**config.mk**
```make
export PLATFORM = sky130hd
export DESIGN_NAME = vga_pixel_queue
export DESIGN_NICKNAME = d
export VERILOG_FILES = /design/src/rtl/vga_pkg.sv /design/src/rtl/pixel_fifo.sv /design/src/rtl/vga_pixel_queue.sv
export SDC_FILE = /design/constraint.sdc
export NUM_CORES = 1
export LEC_CHECK = 0
export BUFFER_PORTS_ARGS = -buffer_cell sky130_fd_sc_hd__buf_2
export CAP_MARGIN = 20
export CORE_MARGIN = 2
export CORE_UTILIZATION = 45
export DETAILED_ROUTE_END_ITERATION = 16
export GPL_TIMING_DRIVEN = 0
export SYNTH_ARGS = -nofsm -noshare
export SYNTH_HDL_FRONTEND = slang
export SYNTH_SLANG_ARGS = --single-unit
```
**constraint.sdc**
```tcl
create_clock -name CLOCK_50 -period 5.16 [get_ports CLOCK_50]
set_input_delay 1.032 -clock CLOCK_50 [delete_from_list [all_inputs] [get_ports CLOCK_50]]
set_output_delay 1.032 -clock CLOCK_50 [all_outputs]
set_load 0.005 [all_outputs]
```
**src/rtl/vga_pkg.sv**
```systemverilog
// Shared definitions for the VGA pixel queue: entry field widths, entry layout
// and the clear-sequencer state encoding.
package vga_pkg;

  localparam int unsigned XWidth     = 8;
  localparam int unsigned YWidth     = 7;
  localparam int unsigned ColorWidth = 3;
  localparam int unsigned EntryWidth = XWidth + YWidth + ColorWidth;  // 18 bits

  // One queued pixel, packed {x, y, color}.
  typedef struct packed {
    logic [XWidth-1:0]     x;
    logic [YWidth-1:0]     y;
    logic [ColorWidth-1:0] color;
  } pixel_t;

  typedef enum logic [1:0] {
    StIdle  = 2'd0,
    StClear = 2'd1,
    StAck   = 2'd2
  } state_e;

endpackage

```
**src/rtl/pixel_fifo.sv**
```systemverilog
// Pixel storage: circular buffer with read/write pointers and an occupancy count.
// Read data is combinational from the head entry; the caller only pops when non-empty
// and only pushes when not full (or when popping in the same cycle).
module pixel_fifo
  import vga_pkg::*;
#(
  parameter int unsigned Depth = 16
) (
  input  logic                  i_clk,
  input  logic                  i_rst_n,
  input  logic                  i_push,
  input  logic [EntryWidth-1:0] i_wr_data,
  input  logic                  i_pop,
  output logic [EntryWidth-1:0] o_rd_data,
  output logic                  o_full,
  output logic                  o_empty
);

  localparam int unsigned PtrWidth = $clog2(Depth);
  localparam logic [PtrWidth:0] FullCount = (PtrWidth + 1)'(Depth);

  logic [EntryWidth-1:0] r_mem [Depth];
  logic [PtrWidth-1:0]   r_wr_ptr;
  logic [PtrWidth-1:0]   r_rd_ptr;
  logic [PtrWidth:0]     r_count;

  // Pointers wrap naturally because Depth is a power of two.
  always_ff @(posedge i_clk) begin
    if (!i_rst_n) begin
      r_wr_ptr <= '0;
      r_rd_ptr <= '0;
      r_count  <= '0;
    end else begin
      if (i_push) r_wr_ptr <= r_wr_ptr + 1'b1;
      if (i_pop)  r_rd_ptr <= r_rd_ptr + 1'b1;
      if (i_push && !i_pop)      r_count <= r_count + 1'b1;
      else if (!i_push && i_pop) r_count <= r_count - 1'b1;
    end
  end

  // Storage array; contents are discarded on reset by clearing the pointers.
  always_ff @(posedge i_clk) begin
    if (i_push) r_mem[r_wr_ptr] <= i_wr_data;
  end

  assign o_rd_data = r_mem[r_rd_ptr];
  assign o_full    = (r_count == FullCount);
  assign o_empty   = (r_count == '0);

endmodule

```
**src/rtl/vga_pixel_queue.sv**
```systemverilog
// Pixel queue between drawing engines and the VGA adapter. Range-checks pushes,
// buffers them in pixel_fifo, pops one per cycle through a stage register into the
// registered VGA drive (two-edge push-to-plot latency).
// Optional screen-clear sweep enabled by defining VGA_CLEAR_SCREEN_EN; without it
// the queue stays idle and clearAck simply mirrors clearReq.
module vga_pixel_queue
  import vga_pkg::*;
#(
  parameter int unsigned DEPTH       = 16,
  parameter int unsigned X_MAX       = 159,
  parameter int unsigned Y_MAX       = 119,
  parameter logic [2:0]  CLEAR_COLOR = 3'b000
) (
  input  logic       CLOCK_50,
  input  logic       resetIn,
  input  logic       pixWrite,
  input  logic [7:0] pixX,
  input  logic [6:0] pixY,
  input  logic [2:0] pixColor,
  output logic       full,
  output logic       overflow,
  input  logic       clearReq,
  output logic       clearAck,
  output logic [7:0] vgaX,
  output logic [6:0] vgaY,
  output logic [2:0] vgaColor,
  output logic       vgaPlot
);

  localparam logic [XWidth-1:0] XMax = XWidth'(X_MAX);
  localparam logic [YWidth-1:0] YMax = YWidth'(Y_MAX);

  logic                  w_in_range;
  logic                  w_full;
  logic                  w_empty;
  logic                  w_pop_allowed;
  logic                  w_pop;
  logic                  w_push;
  logic                  w_drop;
  logic                  w_clr_write;
  logic [XWidth-1:0]     w_clr_x;
  logic [YWidth-1:0]     w_clr_y;
  logic [EntryWidth-1:0] w_rd_data;
  pixel_t                w_push_pix;
  pixel_t                w_pop_pix;
  pixel_t                w_clr_pix;

  logic                  r_overflow;
  logic                  r_stg_valid;
  pixel_t                r_stg_pix;
  logic                  r_vga_plot;
  pixel_t                r_vga_pix;

  assign w_in_range = (pixX <= XMax) && (pixY <= YMax);
  assign w_push_pix = '{x: pixX, y: pixY, color: pixColor};
  assign w_pop_pix  = pixel_t'(w_rd_data);
  assign w_pop      = !w_empty && w_pop_allowed;
  // A full queue still accepts a push when the head leaves in the same cycle.
  assign w_push     = pixWrite && w_in_range && (!w_full || w_pop);
  assign w_drop     = pixWrite && w_in_range && w_full && !w_pop;
  assign w_clr_pix  = '{x: w_clr_x, y: w_clr_y, color: CLEAR_COLOR};

  pixel_fifo #(
    .Depth(DEPTH)
  ) u_pixel_fifo (
    .i_clk    (CLOCK_50),
    .i_rst_n  (resetIn),
    .i_push   (w_push),
    .i_wr_data(w_push_pix),
    .i_pop    (w_pop),
    .o_rd_data(w_rd_data),
    .o_full   (w_full),
    .o_empty  (w_empty)
  );

`ifdef VGA_CLEAR_SCREEN_EN
  state_e            r_state;
  state_e            w_state_d;
  logic [XWidth-1:0] r_clr_x;
  logic [XWidth-1:0] w_clr_x_d;
  logic [YWidth-1:0] r_clr_y;
  logic [YWidth-1:0] w_clr_y_d;

  // Clear sequencer state and raster counters.
  always_ff @(posedge CLOCK_50) begin
    if (!resetIn) begin
      r_state <= StIdle;
      r_clr_x <= '0;
      r_clr_y <= '0;
    end else begin
      r_state <= w_state_d;
      r_clr_x <= w_clr_x_d;
      r_clr_y <= w_clr_y_d;
    end
  end

  // Next state: clear starts only once drained, sweeps x-major, then waits for
  // clearReq to drop. clearReq is not looked at during the sweep.
  always_comb begin
    w_state_d   = r_state;
    w_clr_x_d   = r_clr_x;
    w_clr_y_d   = r_clr_y;
    w_clr_write = 1'b0;
    unique case (r_state)
      StIdle: begin
        if (clearReq && w_empty) w_state_d = StClear;
      end
      StClear: begin
        w_clr_write = 1'b1;
        if (r_clr_x == XMax) begin
          w_clr_x_d = '0;
          if (r_clr_y == YMax) begin
            w_clr_y_d = '0;
            w_state_d = StAck;
          end else begin
            w_clr_y_d = r_clr_y + 1'b1;
          end
        end else begin
          w_clr_x_d = r_clr_x + 1'b1;
        end
      end
      StAck: begin
        if (!clearReq) w_state_d = StIdle;
      end
      default: w_state_d = StIdle;
    endcase
  end

  assign w_pop_allowed = (r_state == StIdle) || (r_state == StAck);
  assign w_clr_x       = r_clr_x;
  assign w_clr_y       = r_clr_y;
  assign clearAck      = (r_state == StAck);
`else
  assign w_pop_allowed = 1'b1;
  assign w_clr_write   = 1'b0;
  assign w_clr_x       = '0;
  assign w_clr_y       = '0;
  assign clearAck      = clearReq;
`endif

  // Sticky overflow on any in-range push lost to a full queue.
  always_ff @(posedge CLOCK_50) begin
    if (!resetIn)    r_overflow <= 1'b0;
    else if (w_drop) r_overflow <= 1'b1;
  end

  // Pop/clear stage: pops and clear writes never coincide, so they share it.
  always_ff @(posedge CLOCK_50) begin
    if (!resetIn) begin
      r_stg_valid <= 1'b0;
      r_stg_pix   <= '0;
    end else begin
      r_stg_valid <= w_pop || w_clr_write;
      if (w_clr_write) r_stg_pix <= w_clr_pix;
      else if (w_pop)  r_stg_pix <= w_pop_pix;
    end
  end

  // Registered drive to the VGA adapter.
  always_ff @(posedge CLOCK_50) begin
    if (!resetIn) begin
      r_vga_plot <= 1'b0;
      r_vga_pix  <= '0;
    end else begin
      r_vga_plot <= r_stg_valid;
      if (r_stg_valid) r_vga_pix <= r_stg_pix;
    end
  end

  assign full     = w_full;
  assign overflow = r_overflow;
  assign vgaPlot  = r_vga_plot;
  assign vgaX     = r_vga_pix.x;
  assign vgaY     = r_vga_pix.y;
  assign vgaColor = r_vga_pix.color;

endmodule

```
==> impl_metrics.py <==
metrics = {
    "status": {
        "status": "finished clean",
    },
    "setup_path": {
        "crit_fanout": 17,
        "arrival_ns": 3.82,
        "cp-start-kind": "input port",
        "timing.critical_path.required_ns": 5.60,
        "criticalPathCategory": "input port to register",
        "end_kind": "register",
        "reg2reg_depth": 11,
    },
    "floorplanning": {
        "dieArea_um2": 30900,
        "core_area_um2": 28900,
        "row_count": 62,
        "io_pins": 44,
        "initial_core_util_pct": 46.0,
        "die_x_um": 176,
        "die_h_um": 176,
    },
    "yosys": {
        "yosysUniqueCellTypes": 39,
        "syn_avg_cell_area_um2": 20.3,
        "seq_area_frac_synth_pct": 73.0,
        "netlist_area_um2": 13300,
        "syn-num-nets": 684,
        "ys_ff_latch": 340,
        "yosysWarnings": 0,
        "syn_inst": 653,
    },
    "timing": {
        "rsz0062_at_grt": "no",
        "relSlewSlack_pct": 34.2,
        "tightestPinTransition_ns": 0.987,
        "setup_viol": 0,
        "max_freq_ghz": 0.296,
        "period_share_pct": 65.5,
        "drv_slew": 0,
        "finalHoldViolations": 0,
        "min_period_ns": 3.38,
        "skew_ns": 0.0110,
        "fin_ws_ns": 1.78,
    },
    "min_path": {
        "hold_path.class": "register to register",
        "min_path_cells": 1,
    },
    "place": {
        "place_congestion": 0.743,
        "io_buffers": 41,
        "dp_worst_setup_slack_ns": 1.25,
        "dpl.hpwl_um": 19500,
        "place_inst": 1098,
    },
    "clocking": {
        "tritoncts": "done",
        "postCtsHoldBufs": 0,
        "post_cts_resize_count": 0,
        "cts_root_buf": "clkbuf_16",
        "cts_inserted_buffers": 36,
        "h-tree-depth": 2,
        "clk_pin_slew_worst_paths_ns": 0.06,
        "cts_buffer_depth": 3,
        "post_cts_buffers": 0,
        "clock-sinks": 340,
        "insertion_delay_ns": 0.51,
    },
    "grt": {
        "grt_usage_pct": 19.1,
        "grt_first_pass_wirelength_um": 42500,
        "grt_pass1_vias": 6812,
        "grt_max_degree": 18,
        "overflow": 0,
        "antenna_found_initial": 0,
    },
    "power": {
        "powerDensity_nw_per_um2": 463,
        "power_mw": 7.19,
        "leakagePower_nw": 5.12,
        "max-vdd-ir-drop_mv": 0.226,
    },
    "routing": {
        "vias_per_cell": 5.60,
        "drtPass1Iterations": 4,
        "route.detailed.drc": 0,
        "wl_per_cell_um": 24.8,
        "ant_nets": 0,
        "drt_iter0_drc": 561,
        "vias": 6505,
        "finalWirelength_um": 28800,
    },
    "layout": {
        "regArea_um2": 9690,
        "final_common_cell": "edfxtp_1",
        "final_cell_mix": "288 x edfxtp_1, 57 x mux2i_1, 53 x buf_2",
        "drive_gt1_share_pct": 27.2,
        "multi_input_area_um2": 3340,
        "num-nets-final": 783,
        "fill_cells": 2275,
        "instances_no_fill": 1162,
        "syn2layout_area_growth_pct": 16.8,
        "diodes": 0,
    },
    "flow_run": {
        "max-cap-violations": 0,
    },
}
[cells in the mapped netlist]
library cell / instances / share of area [%]
o21ai_1: 1 / 0.038
xor2_1: 1 / 0.066
mux4_2: 47 / 8.0
o221ai_2: 11 / 1.2
nor2_1: 14 / 0.40
buf_4: 1 / 0.057
o21a_1: 3 / 0.17
dfxtp_1: 52 / 7.8
buf_12: 1 / 0.15
or3_1: 2 / 0.094
buf_8: 3 / 0.34
nand3_1: 19 / 0.72
a21boi_1: 1 / 0.057
clkbuf_8: 3 / 0.31
or4_1: 1 / 0.057
nor3_1: 6 / 0.23
o221ai_1: 7 / 0.46
or3b_1: 1 / 0.066
buf_2: 12 / 0.45
ha_1: 9 / 0.85
nor2b_1: 21 / 0.99
edfxtp_1: 288 / 65
clkbuf_1: 12 / 0.34
inv_1: 4 / 0.11
nand4_1: 3 / 0.14
mux4_1: 25 / 4.9
mux2i_1: 57 / 4.3
and3_1: 3 / 0.14
o21ai_0: 6 / 0.23
xnor2_1: 7 / 0.46
nand2b_1: 3 / 0.14
and2_1: 10 / 0.47
a21o_1: 1 / 0.057
nor2_8: 1 / 0.15
nand2_1: 7 / 0.20
buf_6: 4 / 0.34
buf_1: 3 / 0.085
a21oi_1: 2 / 0.075
o211ai_2: 1 / 0.094
[kinds of logic after synthesis]
kind of cell	after synthesis	share of synthesized area [%]
flops	340	73.0
mux	129	17.2
simple gates	91	3.79
buf+inv	43	2.19
compound gates	33	2.42
fa+ha+maj	9	0.848
xor+xnor	8	0.528
[where the power goes]
group | internal, mW | switching [mW] | leakage [nW] | total [mW]
Sequential | 3.12 | 0.0885 | 3.02 | 3.20
Combinational | 0.715 | 0.781 | 1.55 | 1.50
Clock | 1.47 | 1.02 | 0.551 | 2.49
Total | 5.30 | 1.89 | 5.12 | 7.19
[flip-flops by register name, indices dropped and copies added, names as in the netlist]
signal,count
r_stg_valid,1
vgaPlot,1
overflow,1
u_pixel_fifo.r_rd_ptr,4
u_pixel_fifo.r_wr_ptr,4
vgaY,7
u_pixel_fifo.r_count,5
r_stg_pix,18
vgaX,8
vgaColor,3
u_pixel_fifo.r_mem,288
[area by class of cell]
| class | instances | area share [%] |
|---|---|---|
| Sequential cell | 340 | 62.5 |
| Multi-Input combinational cell | 270 | 21.6 |
| Clock buffer | 46 | 6.19 |
| Timing Repair Buffer | 61 | 3.71 |
| Tap cell | 384 | 3.10 |
| Buffer | 39 | 1.78 |
| Clock inverter | 18 | 1.09 |
| Inverter | 4 | 0.0968 |
[critical path, cell delays in order]
cell and delay, ns:
buf_2 0.26, nand4_1 0.40, and3_1 0.33, clkbuf_1 0.19, ha_1 0.30, inv_1 0.12, ha_1 0.27, and3_1 0.21
or3_1 0.34, a21oi_1 0.19, mux2i_1 0.19
[final timing paths]
path / from / end / slack, ns
max: pixY[3] / u_pixel_fifo.r_count[3]$_SDFFE_PN0P_ / 1.78
min: overflow$_SDFFE_PN0P_ / overflow$_SDFFE_PN0P_ / 0.47
max reg2reg: u_pixel_fifo.r_count[2]$_SDFFE_PN0P_ / u_pixel_fifo.r_count[3]$_SDFFE_PN0P_ / 1.95
min reg2reg: overflow$_SDFFE_PN0P_ / overflow$_SDFFE_PN0P_ / 0.47
[routing by layer]
metal / global-route usage [%] / routed length (µm)
met3: 4.29 / 1650
met5: 0 / 0
met1: 24.7 / 12000
met2: 32.7 / 14600
met4: 5.13 / 486
[per-stage QoR]
step / hold slack (ns) / setup TNS [ns] / util (%) / area, µm²
after floorplan: 0.453 / 0 / - / 13300
after global placement: 0.442 / -17.96 / 48.4 / 14000
after detailed placement: 0.465 / 0 / 49.8 / 14400
after CTS: 0.479 / 0 / 53.7 / 15500
after global routing: 0.509 / 0 / 53.7 / 15500
final: 0.467 / 0 / 53.7 / 15500
Note: power is estimated with default switching activity, not from simulation.
